<file path="src/rtl/clahe_pkg.sv">
// Shared constants, FSM encoding and helpers for the CLAHE clip/CDF/LUT stage.
package clahe_pkg;

  localparam int unsigned HIST_BINS  = 256;
  localparam int unsigned BIN_W      = 16;
  localparam int unsigned EXCESS_W   = 24;
  localparam int unsigned CDF_W      = 24;
  localparam int unsigned LUT_W      = 8;
  localparam int unsigned SCALE_FRAC = 16;

  typedef enum logic [2:0] {
    ST_IDLE,
    ST_P1_RD,
    ST_P1_DRAIN,
    ST_CALC,
    ST_P2_RD,
    ST_P2_DRAIN,
    ST_DONE
  } state_t;

  // Portion of a bin count above the clip threshold.
  function automatic logic [BIN_W-1:0] clip_excess(input logic [BIN_W-1:0] h,
                                                   input logic [BIN_W-1:0] clip);
    return (h > clip) ? (h - clip) : '0;
  endfunction

endpackage

</file>
<file path="src/rtl/clahe_hist_clip_cdf_if.sv">
// Histogram RAM read/clear-write port and LUT write port of clahe_hist_clip_cdf.
interface clahe_hist_clip_cdf_if #(
  parameter int unsigned TILE_NUM_BITS = 6
);

  logic [TILE_NUM_BITS-1:0] ram_rd_tile_idx;
  logic [7:0]               ram_rd_addr;
  logic [15:0]              ram_rd_data;
  logic [TILE_NUM_BITS-1:0] ram_wr_tile_idx;
  logic [7:0]               ram_wr_addr;
  logic [15:0]              ram_wr_data;
  logic                     ram_wr_en;
  logic                     lut_wr_en;
  logic [TILE_NUM_BITS-1:0] lut_wr_tile_idx;
  logic [7:0]               lut_wr_addr;
  logic [7:0]               lut_wr_data;

  modport master (
    output ram_rd_tile_idx, ram_rd_addr,
    input  ram_rd_data,
    output ram_wr_tile_idx, ram_wr_addr, ram_wr_data, ram_wr_en,
    output lut_wr_en, lut_wr_tile_idx, lut_wr_addr, lut_wr_data
  );

  modport slave (
    input  ram_rd_tile_idx, ram_rd_addr,
    output ram_rd_data,
    input  ram_wr_tile_idx, ram_wr_addr, ram_wr_data, ram_wr_en,
    input  lut_wr_en, lut_wr_tile_idx, lut_wr_addr, lut_wr_data
  );

endinterface

</file>
<file path="src/rtl/clahe_cdf_lut_calc.sv">
// Second-pass datapath: clip + redistribute each bin, accumulate the CDF and
// scale it into a registered 8-bit LUT write.
module clahe_cdf_lut_calc
  import clahe_pkg::*;
#(
  parameter int unsigned TILE_NUM_BITS = 6
) (
  input  logic                     pclk,
  input  logic                     rst_n,
  input  logic                     clr,
  input  logic                     in_vld,
  input  logic [7:0]               in_bin,
  input  logic [BIN_W-1:0]         in_data,
  input  logic [BIN_W-1:0]         clip,
  input  logic [BIN_W-1:0]         share,
  input  logic [7:0]               rem,
  input  logic [15:0]              scale,
  input  logic [TILE_NUM_BITS-1:0] in_tile,
  output logic                     lut_wr_en,
  output logic [TILE_NUM_BITS-1:0] lut_wr_tile_idx,
  output logic [7:0]               lut_wr_addr,
  output logic [LUT_W-1:0]         lut_wr_data
);

  localparam int unsigned PROD_W = CDF_W + 16;

  logic [CDF_W-1:0]  cdf;
  logic [CDF_W-1:0]  cdf_next;
  logic [CDF_W:0]    cdf_sum;
  logic [BIN_W:0]    c;
  logic [BIN_W-1:0]  h_clipped;
  logic [PROD_W-1:0] prod;
  logic [LUT_W-1:0]  lut;

  always_comb begin
    h_clipped = (in_data < clip) ? in_data : clip;
    c         = (BIN_W+1)'(h_clipped) + (BIN_W+1)'(share) + (BIN_W+1)'(in_bin < rem);
    cdf_sum   = {1'b0, cdf} + (CDF_W+1)'(c);
    cdf_next  = cdf_sum[CDF_W] ? '1 : cdf_sum[CDF_W-1:0];
    prod      = PROD_W'(cdf_next) * PROD_W'(scale);
    // Anything above bit SCALE_FRAC+LUT_W-1 of the product means the scaled value exceeds 255.
    lut       = (prod[PROD_W-1:SCALE_FRAC+LUT_W] != '0) ? '1
                                                         : prod[SCALE_FRAC+LUT_W-1:SCALE_FRAC];
  end

  always_ff @(posedge pclk or negedge rst_n) begin
    if (!rst_n) begin
      cdf             <= '0;
      lut_wr_en       <= 1'b0;
      lut_wr_tile_idx <= '0;
      lut_wr_addr     <= '0;
      lut_wr_data     <= '0;
    end else begin
      lut_wr_en <= in_vld;
      if (clr) begin
        cdf <= '0;
      end else if (in_vld) begin
        cdf <= cdf_next;
      end
      if (in_vld) begin
        lut_wr_tile_idx <= in_tile;
        lut_wr_addr     <= in_bin;
        lut_wr_data     <= lut;
      end
    end
  end

endmodule

</file>
<file path="src/rtl/clahe_hist_clip_cdf.sv">
// CLAHE clip/redistribute/CDF stage: per tile, one pass sums the clip excess,
// a second pass builds the mapping LUT. Optional CLAHE_CLIP_CLEAR_EN zeroes the bank read-first.
module clahe_hist_clip_cdf
  import clahe_pkg::*;
#(
  parameter int unsigned TILE_NUM_BITS = 6,
  parameter int unsigned RD_LAT        = 1
) (
  input  logic                  pclk,
  input  logic                  rst_n,
  input  logic                  frame_hist_done,
  input  logic [15:0]           clip_limit,
  input  logic [15:0]           cdf_scale,
  clahe_hist_clip_cdf_if.master bus,
  output logic                  busy,
  output logic                  cdf_done,
  output logic                  overrun
);

  state_t                   state;
  logic [BIN_W-1:0]         clip_q;
  logic [15:0]              scale_q;
  logic [TILE_NUM_BITS-1:0] tile;
  logic [7:0]               addr;
  logic [1:0]               drain;
  logic [EXCESS_W-1:0]      excess;
  logic [BIN_W-1:0]         share;
  logic [7:0]               rem;
  logic                     cdf_clr;

  // Read-tracking pipelines: stage RD_LAT-1 lines up with ram_rd_data.
  logic [RD_LAT-1:0]        p1_pipe;
  logic [RD_LAT-1:0]        p2_pipe;
  logic [7:0]               bin_pipe [RD_LAT];

  assign bus.ram_rd_tile_idx = tile;
  assign bus.ram_rd_addr     = addr;
  assign cdf_clr             = (state == ST_CALC);

  always_ff @(posedge pclk or negedge rst_n) begin
    if (!rst_n) begin
      state    <= ST_IDLE;
      clip_q   <= '0;
      scale_q  <= '0;
      tile     <= '0;
      addr     <= '0;
      drain    <= '0;
      excess   <= '0;
      share    <= '0;
      rem      <= '0;
      busy     <= 1'b0;
      cdf_done <= 1'b0;
      overrun  <= 1'b0;
    end else begin
      cdf_done <= 1'b0;
      overrun  <= frame_hist_done && (state != ST_IDLE);
      if (p1_pipe[RD_LAT-1]) begin
        excess <= excess + EXCESS_W'(clip_excess(bus.ram_rd_data, clip_q));
      end
      case (state)
        ST_IDLE: begin
          if (frame_hist_done) begin
            clip_q  <= clip_limit;
            scale_q <= cdf_scale;
            tile    <= '0;
            addr    <= '0;
            excess  <= '0;
            busy    <= 1'b1;
            state   <= ST_P1_RD;
          end
        end
        ST_P1_RD: begin
          addr <= addr + 8'd1;
          if (addr == 8'(HIST_BINS - 1)) begin
            drain <= '0;
            state <= ST_P1_DRAIN;
          end
        end
        ST_P1_DRAIN: begin
          drain <= drain + 2'd1;
          if (drain == 2'(RD_LAT - 1)) begin
            state <= ST_CALC;
          end
        end
        ST_CALC: begin
          share  <= excess[EXCESS_W-1:8];
          rem    <= excess[7:0];
          excess <= '0;
          state  <= ST_P2_RD;
        end
        ST_P2_RD: begin
          addr <= addr + 8'd1;
          if (addr == 8'(HIST_BINS - 1)) begin
            drain <= '0;
            state <= ST_P2_DRAIN;
          end
        end
        ST_P2_DRAIN: begin
          drain <= drain + 2'd1;
          // One extra cycle beyond RD_LAT lets the registered LUT write of bin 255 land.
          if (drain == 2'(RD_LAT)) begin
            tile <= tile + 1'b1;
            if (tile == '1) begin
              busy     <= 1'b0;
              cdf_done <= 1'b1;
              state    <= ST_DONE;
            end else begin
              state <= ST_P1_RD;
            end
          end
        end
        ST_DONE: state <= ST_IDLE;
        default: state <= ST_IDLE;
      endcase
    end
  end

  always_ff @(posedge pclk or negedge rst_n) begin
    if (!rst_n) begin
      p1_pipe <= '0;
      p2_pipe <= '0;
      for (int unsigned k = 0; k < RD_LAT; k++) begin
        bin_pipe[k] <= '0;
      end
    end else begin
      p1_pipe[0]  <= (state == ST_P1_RD);
      p2_pipe[0]  <= (state == ST_P2_RD);
      bin_pipe[0] <= addr;
      for (int unsigned k = 1; k < RD_LAT; k++) begin
        p1_pipe[k]  <= p1_pipe[k-1];
        p2_pipe[k]  <= p2_pipe[k-1];
        bin_pipe[k] <= bin_pipe[k-1];
      end
    end
  end

  clahe_cdf_lut_calc #(
    .TILE_NUM_BITS (TILE_NUM_BITS)
  ) u_calc (
    .pclk            (pclk),
    .rst_n           (rst_n),
    .clr             (cdf_clr),
    .in_vld          (p2_pipe[RD_LAT-1]),
    .in_bin          (bin_pipe[RD_LAT-1]),
    .in_data         (bus.ram_rd_data),
    .clip            (clip_q),
    .share           (share),
    .rem             (rem),
    .scale           (scale_q),
    .in_tile         (tile),
    .lut_wr_en       (bus.lut_wr_en),
    .lut_wr_tile_idx (bus.lut_wr_tile_idx),
    .lut_wr_addr     (bus.lut_wr_addr),
    .lut_wr_data     (bus.lut_wr_data)
  );

`ifdef CLAHE_CLIP_CLEAR_EN
  // The clear write trails the read by RD_LAT cycles, so each bin is consumed before it is zeroed.
  assign bus.ram_wr_en       = p2_pipe[RD_LAT-1];
  assign bus.ram_wr_addr     = bin_pipe[RD_LAT-1];
  assign bus.ram_wr_tile_idx = tile;
  assign bus.ram_wr_data     = '0;
`else
  assign bus.ram_wr_en       = 1'b0;
  assign bus.ram_wr_addr     = '0;
  assign bus.ram_wr_tile_idx = '0;
  assign bus.ram_wr_data     = '0;
`endif

endmodule
</file>
<file path="src/flat_wrapper.sv">
// flat-port wrapper written by rule: the top's interface ports become plain ports
module clahe_hist_clip_cdf_flat import clahe_pkg::*;
#(
  parameter int unsigned TILE_NUM_BITS = 6,
  parameter int unsigned RD_LAT        = 1
)
  (pclk, rst_n, frame_hist_done, clip_limit, cdf_scale, busy, cdf_done, overrun, bus_ram_rd_tile_idx, bus_ram_rd_addr, bus_ram_rd_data, bus_ram_wr_tile_idx, bus_ram_wr_addr, bus_ram_wr_data, bus_ram_wr_en, bus_lut_wr_en, bus_lut_wr_tile_idx, bus_lut_wr_addr, bus_lut_wr_data);
  clahe_hist_clip_cdf_if #(.TILE_NUM_BITS(TILE_NUM_BITS)) bus_i ();
  input  logic pclk;
  input  logic rst_n;
  input  logic frame_hist_done;
  input  logic [15:0] clip_limit;
  input  logic [15:0] cdf_scale;
  output logic busy;
  output logic cdf_done;
  output logic overrun;
  output wire logic [$bits(bus_i.ram_rd_tile_idx)-1:0] bus_ram_rd_tile_idx;
  output wire logic [$bits(bus_i.ram_rd_addr)-1:0] bus_ram_rd_addr;
  input wire logic [$bits(bus_i.ram_rd_data)-1:0] bus_ram_rd_data;
  output wire logic [$bits(bus_i.ram_wr_tile_idx)-1:0] bus_ram_wr_tile_idx;
  output wire logic [$bits(bus_i.ram_wr_addr)-1:0] bus_ram_wr_addr;
  output wire logic [$bits(bus_i.ram_wr_data)-1:0] bus_ram_wr_data;
  output wire logic [$bits(bus_i.ram_wr_en)-1:0] bus_ram_wr_en;
  output wire logic [$bits(bus_i.lut_wr_en)-1:0] bus_lut_wr_en;
  output wire logic [$bits(bus_i.lut_wr_tile_idx)-1:0] bus_lut_wr_tile_idx;
  output wire logic [$bits(bus_i.lut_wr_addr)-1:0] bus_lut_wr_addr;
  output wire logic [$bits(bus_i.lut_wr_data)-1:0] bus_lut_wr_data;
  assign bus_ram_rd_tile_idx = bus_i.ram_rd_tile_idx;
  assign bus_ram_rd_addr = bus_i.ram_rd_addr;
  assign bus_i.ram_rd_data = bus_ram_rd_data;
  assign bus_ram_wr_tile_idx = bus_i.ram_wr_tile_idx;
  assign bus_ram_wr_addr = bus_i.ram_wr_addr;
  assign bus_ram_wr_data = bus_i.ram_wr_data;
  assign bus_ram_wr_en = bus_i.ram_wr_en;
  assign bus_lut_wr_en = bus_i.lut_wr_en;
  assign bus_lut_wr_tile_idx = bus_i.lut_wr_tile_idx;
  assign bus_lut_wr_addr = bus_i.lut_wr_addr;
  assign bus_lut_wr_data = bus_i.lut_wr_data;
  clahe_hist_clip_cdf #(.TILE_NUM_BITS(TILE_NUM_BITS), .RD_LAT(RD_LAT)) u_core (.pclk(pclk), .rst_n(rst_n), .frame_hist_done(frame_hist_done), .clip_limit(clip_limit), .cdf_scale(cdf_scale), .bus(bus_i), .busy(busy), .cdf_done(cdf_done), .overrun(overrun));
endmodule
</file>
<file path="config.mk">
export PLATFORM = sky130hd
export DESIGN_NAME = clahe_hist_clip_cdf_flat
export DESIGN_NICKNAME = d
export VERILOG_FILES = /design/src/rtl/clahe_pkg.sv /design/src/rtl/clahe_hist_clip_cdf_if.sv /design/src/rtl/clahe_cdf_lut_calc.sv /design/src/rtl/clahe_hist_clip_cdf.sv /design/src/flat_wrapper.sv
export SDC_FILE = /design/constraint.sdc
export NUM_CORES = 1
export LEC_CHECK = 0
export CORE_MARGIN = 5
export CORE_UTILIZATION = 57
export CTS_CLUSTER_DIAMETER = 100
export DETAILED_ROUTE_END_ITERATION = 12
export GPL_TIMING_DRIVEN = 1
export PLACE_DENSITY = 0.88
export SLEW_MARGIN = 20
export SYNTH_ARGS = -nofsm -noshare
export SYNTH_HDL_FRONTEND = slang
export SYNTH_SLANG_ARGS = --single-unit
export TNS_END_PERCENT = 1
</file>
<file path="constraint.sdc">
create_clock -name pclk -period 12.19 [get_ports pclk]
set_clock_uncertainty 0.05 [all_clocks]
set_input_delay 1.8285 -clock pclk [delete_from_list [all_inputs] [get_ports pclk]]
set_output_delay 1.8285 -clock pclk [all_outputs]
set_load 0.005 [all_outputs]
</file>
* Word level (Yosys, flattened, before mapping)
Index checks and enable logic that the tools add are counted.
Word-level totals: register bits after elaboration 159, input bits 51, output and inout bits 71, word-level logic and storage cells 94
Cells by class: $add $sub $neg 8, $mul 1, $lt $le $gt $ge 3, eq/ne operators 15, muxes and demuxes 30, reduce and logical (&&, ||, !) cells 17
Operator list (count):
- $mux W24 | 5
- $pmux W24 S2 | 1
- $mul A24 B16 Y40 | 1
- $mux W16 | 2
- $add A24 B17 Y25 | 1
- $add A24 B16 Y24 | 1
- $mux W3 | 6
- $pmux W3 S6 | 1
- $add A16 B16 Y17 | 1
- $add A17 B1 Y17 | 1
- $gt A16 B16 Y1 | 1
- $lt A16 B16 Y1 | 1
- $mux W8 | 2
- $pmux W8 S2 | 1
- $reduce_bool A16 Y1 | 1
- $sub A16 B16 Y16 | 1
- $mux W6 | 2
- $ne A2 B1 Y1 const B | 6
- $pmux W6 S2 | 1
- $add A8 B1 Y8 const B | 1
- $eq A8 B8 Y1 const B | 1
- $lt A8 B8 Y1 | 1
- $reduce_bool A2 Y1 | 4
- $add A6 B1 Y6 const B | 1
- other kinds (20) | 30

* Logic depth before layout (Yosys ltp)
depth after elaboration 9, mapped depth 52, gate-level depth less buffers 50

* By module
From an unflattened synthesis, not the netlist that was laid out.
Second synthesis, totals: cell total of the unflattened synthesis 2659, area total of the unflattened synthesis 23394.9 um2
Modules (own cells, without submodules):
- clahe_cdf_lut_calc | times used 1, cells an instance 1917, area an instance 16689.8 um2, sequential area each 1176.1 um2
- clahe_hist_clip_cdf | times used 1, cells an instance 742, area an instance 6705.2 um2, sequential area each 2802.7 um2

* Worst setup path after synthesis
OpenSTA, ideal clock, no wires.
path kind in2reg, start in bus_ram_rd_data[0], end reg u_core.u_calc.lut_wr_data[0], library setup time 0.142 ns, arrival time 13.831 ns, data required time 11.998 ns, setup slack -1.833 ns, stages 49, buffers on the path 2, cell sequence inv_1 -> ha_1 -> inv_1 -> fa_1 -> a21o_1 -> a21oi_1 -> o21ai_0 -> a21oi_1 -> o21bai_1 -> a21oi_1 -> o21ai_0 -> nand2b_1 -> nand2_1 -> clkbuf_1 -> mux2i_1 -> fa_1 -> inv_1 -> ha_1 -> [... 13 more ...] -> fa_1 -> fa_1 -> fa_1 -> inv_1 -> fa_1 -> inv_1 -> ha_1 -> and2_4 -> and3_4 -> a221oi_4 -> a21oi_2 -> o31ai_1 -> o21ai_1 -> nand2b_1 -> o32a_1 -> or4_4 -> nor4_4 -> a31oi_1
On the way: word-level cells in the longest chain between the ends 9
RTL lines:
- start: declaration | line flat_wrapper.sv:19 | input wire logic [$bits(bus_i.ram_rd_data)-1:0] bus_ram_rd_data;
- $lt A16 B16 Y1 | line clahe_cdf_lut_calc.sv:36 | h_clipped = (in_data < clip) ? in_data : clip;
- $mux W16 (*) | line clahe_cdf_lut_calc.sv:36
- $add A16 B16 Y17 (*) | line clahe_cdf_lut_calc.sv:37 | c = (BIN_W+1)'(h_clipped) + (BIN_W+1)'(share) + (BIN_W+1)'(in_bin < rem);
- $add A17 B1 Y17 (*) | line clahe_cdf_lut_calc.sv:37
- $add A24 B17 Y25 (*) | line clahe_cdf_lut_calc.sv:38 | cdf_sum = {1'b0, cdf} + (CDF_W+1)'(c);
- $mux W24 (*) | line clahe_cdf_lut_calc.sv:39 | cdf_next = cdf_sum[CDF_W] ? '1 : cdf_sum[CDF_W-1:0];
- $mul A24 B16 Y40 (*) | line clahe_cdf_lut_calc.sv:40 | prod = PROD_W'(cdf_next) * PROD_W'(scale);
- $reduce_bool A16 Y1 | line clahe_cdf_lut_calc.sv:42 | lut = (prod[PROD_W-1:SCALE_FRAC+LUT_W] != '0) ? '1
- $mux W8 (*) | line clahe_cdf_lut_calc.sv:42
- end signal: assignment | line clahe_cdf_lut_calc.sv:63 | lut_wr_data <= lut;
- end: declaration | line clahe_cdf_lut_calc.sv:22 | output logic [LUT_W-1:0] lut_wr_data
Mark *: on every way between the ends. The rest lies on a longest branch, timed or not. A chain may end at the register's enable or synchronous reset.

* Worst setup path in the final report
start in bus_ram_rd_data[0], end reg u_core.u_calc.lut_wr_data[4]
Same word-level chain as after synthesis.

==> reports/qor.csv <==
metric,value,unit
rsz0062_at_grt,yes,
grt_overflow,0,
syn_to_final_growth,21.69,%
cts_root_buf,clkbuf_16,
hold_viol,0,
drv_slew,0,
worstSetupEndpoint,u_core.u_calc.lut_wr_data[4],
worstSetupPathType,input port to flip-flop,
grt_util_all_layers,30.32,%
vias,20100,
synthDistinctLibCells,75,
startpoint,bus_ram_rd_data[0],
violations,setup timing,
slew_headroom,23.13,%
cap_violations,0,
reg2reg_to,u_core.u_calc.lut_wr_data[4],
first_global_vias,21530,
slowest_delay,600,ps
layout.nets,3445,
critPathLaunchType,input port,
worstPathMaxFanout,11,
async_flop_share,100.0,%
num_rows,72,
ys.flop_type,dfrtp_1,
cts_made_buffers,17,
yosys-top-cells-count,"inv_1, nand2_1, fa_1",
rr_startpoint,u_core.clip_q[0],
grt_first_pass_wirelength,107.4,mm
wl_per_cell,19.40,um
initial_core_util,57.75,%
gp_congestion,0.9483,
first_iter_violations,1921,
insertion_delay,490,ps
min_period,12940,ps
crit_arrival,13240,ps
wl,66.58,mm
drc,0,
cts_buffer_depth,2,
cts_tree,yes,
insertedDiodeCount,0,
worst_slack,-754.2,ps
ant_nets,0,
synthesis.area,0.02242,mm^2
dr.pass1.iters,7,
port_buffers,90,
status,"complete, but fails checks",
setup_viol,8,
core_area,0.03883,mm^2
synth_top_cell_area_share,28.93,%
syn-instance-count,2553,
grt_max_degree,96,
yosysWarnings,0,
whs,447.2,ps
synth_seq_cells,159,
dieArea,0.04340,mm^2
ios,122,
ys_seq_area_share,17.75,%
clkSinkCount,159,
die_w,208.3,um
tightest_slew,1153,ps
yosysTopAreaCell,fa_1,
cp.required,12480,ps
cp-end-kind,flip-flop,
drive_gt1_share,17.84,%
hold_buffers,0,
vias_per_cell,5.856,
die_h,208.3,um
reg2regPathDepth,50,
antenna_found_initial,0,
hold_path_class,flip-flop to flip-flop,
yosysMostFrequentCell,inv_1,
slowest_stage,fa_1,
clkSlewWorstSetupHoldPaths,80,ps
max_freq,77.25,MHz
period_share,106.2,%
place_hpwl,49.77,mm
cts-htree-levels,4,
ff2ff_setup_slack,400,ps
synthTopCellsByArea,"fa_1, dfrtp_1, ha_1, inv_1, nand2_1",
avgSynthCellArea,8.782,um^2
synth-edff-count,0,
[registers in the layout, indices dropped and copies added, names as in the netlist]
signal / cells
u_core.bin_pipe: 8
u_core.bus.ram_rd_addr: 8
u_core.bus.ram_rd_tile_idx: 6
u_core.busy: 1
u_core.cdf_done: 1
u_core.clip_q: 16
u_core.drain: 2
u_core.excess: 24
u_core.overrun: 1
u_core.p1_pipe: 1
u_core.p2_pipe: 1
u_core.rem: 8
u_core.scale_q: 16
u_core.share: 16
u_core.state: 3
u_core.u_calc.cdf: 24
u_core.u_calc.lut_wr_addr: 8
u_core.u_calc.lut_wr_data: 8
u_core.u_calc.lut_wr_en: 1
u_core.u_calc.lut_wr_tile_idx: 6
[per-stage QoR]
step | utilization (%) | worst slack, ps | area [um^2] | TNS, ps | instances
after floorplan | - | -372.6 | 22820 | -2961 | 2583
after global placement | 67.56 | -1015 | 26230 | -8079 | 3378
after detailed placement | 67.57 | -1405 | 26240 | -11030 | 3378
after CTS | 69.63 | -725.1 | 27040 | -5556 | 3425
after global routing | 70.27 | -1159 | 27280 | -9121 | 3432
final | 70.27 | -754.2 | 27280 | -5783 | 3432
[metal layers]
layer / GRT usage, % / vias up / wire length (um)
met4: 14.52 / 0 / 3491
met1: 37.50 / 9860 / 24630
met3: 5.739 / 340 / 5727
li1: - / 8736 / -
met5: 0 / - / 0
met2: 51.43 / 1163 / 32730
[area by class of cell]
| class | instances | area, um^2 |
|---|---|---|
| Inverter | 435 | 1635 |
| Tap cell | 518 | 648.1 |
| Timing Repair Buffer | 442 | 3664 |
| Sequential cell | 159 | 3980 |
| Fill cell | 2549 | 11540 |
| Clock inverter | 15 | 183.9 |
| Multi-Input combinational cell | 1846 | 16750 |
| Clock buffer | 17 | 425.4 |
[layout by cell type, fill, tap and decap left out, types with 34 or more instances in the layout]
cell	instances
inv_1	431
nand2_1	352
buf_4	341
fa_1	322
and2_1	164
ha_1	159
dfrtp_1	158
nor2_1	136
clkdlybuf4s50_1	88
o21ai_0	81
a21oi_1	73
xnor2_1	38
mux2_2	34
[critical path: cells and delay by family]
| family | cells | cell delay [ps] |
|---|---|---|
| AO/OA/AOI/OAI | 15 | 2390 |
| XOR/XNOR | 1 | 170 |
| adder cells (fa/ha/maj) | 11 | 4980 |
| buffers and inverters | 12 | 1760 |
| multiplexers | 1 | 140 |
| AND/OR/NAND/NOR | 12 | 1930 |
[logic make-up after synthesis]
| kind of cell | Yosys count | share of synthesized area, % |
|---|---|---|
| flip-flops | 159 | 17.75 |
| AO/OA/AOI/OAI | 347 | 9.967 |
| AND/OR/NAND/NOR | 844 | 18.04 |
| buffers and inverters | 578 | 10.21 |
| XOR/XNOR | 66 | 2.578 |
| multiplexers | 65 | 3.092 |
| adder cells (fa/ha/maj) | 493 | 38.36 |
| other | 1 | 0.01673 |
[what timing repair did]
item | in CTS | in global routing
buffers inserted | 15 | 7
resized for setup | 15 | 38
pin swaps | 23 | 27
endpoints found under the setup margin | 8 | 8
[how the worst min path moves through the flow]
stage	start	endpoint	slack, ps	depth (start not counted)
2_1_floorplan	u_core.p2_pipe	u_core.u_calc.lut_wr_en	300	0
3_3_place_gp	u_core.bus.ram_rd_addr[6]	u_core.bin_pipe[6]	390	0
3_5_place_dp	u_core.bus.ram_rd_addr[6]	u_core.bin_pipe[6]	390	0
4_1_cts	u_core.bus.ram_rd_addr[6]	u_core.bin_pipe[6]	430	0
5_1_grt	u_core.bus.ram_rd_addr[6]	u_core.bin_pipe[6]	460	0
6_report	u_core.bus.ram_rd_addr[6]	u_core.bin_pipe[6]	450	0
Power is not shown: default switching activity piles up to over one toggle a cycle in this logic, so the estimate is an artifact.
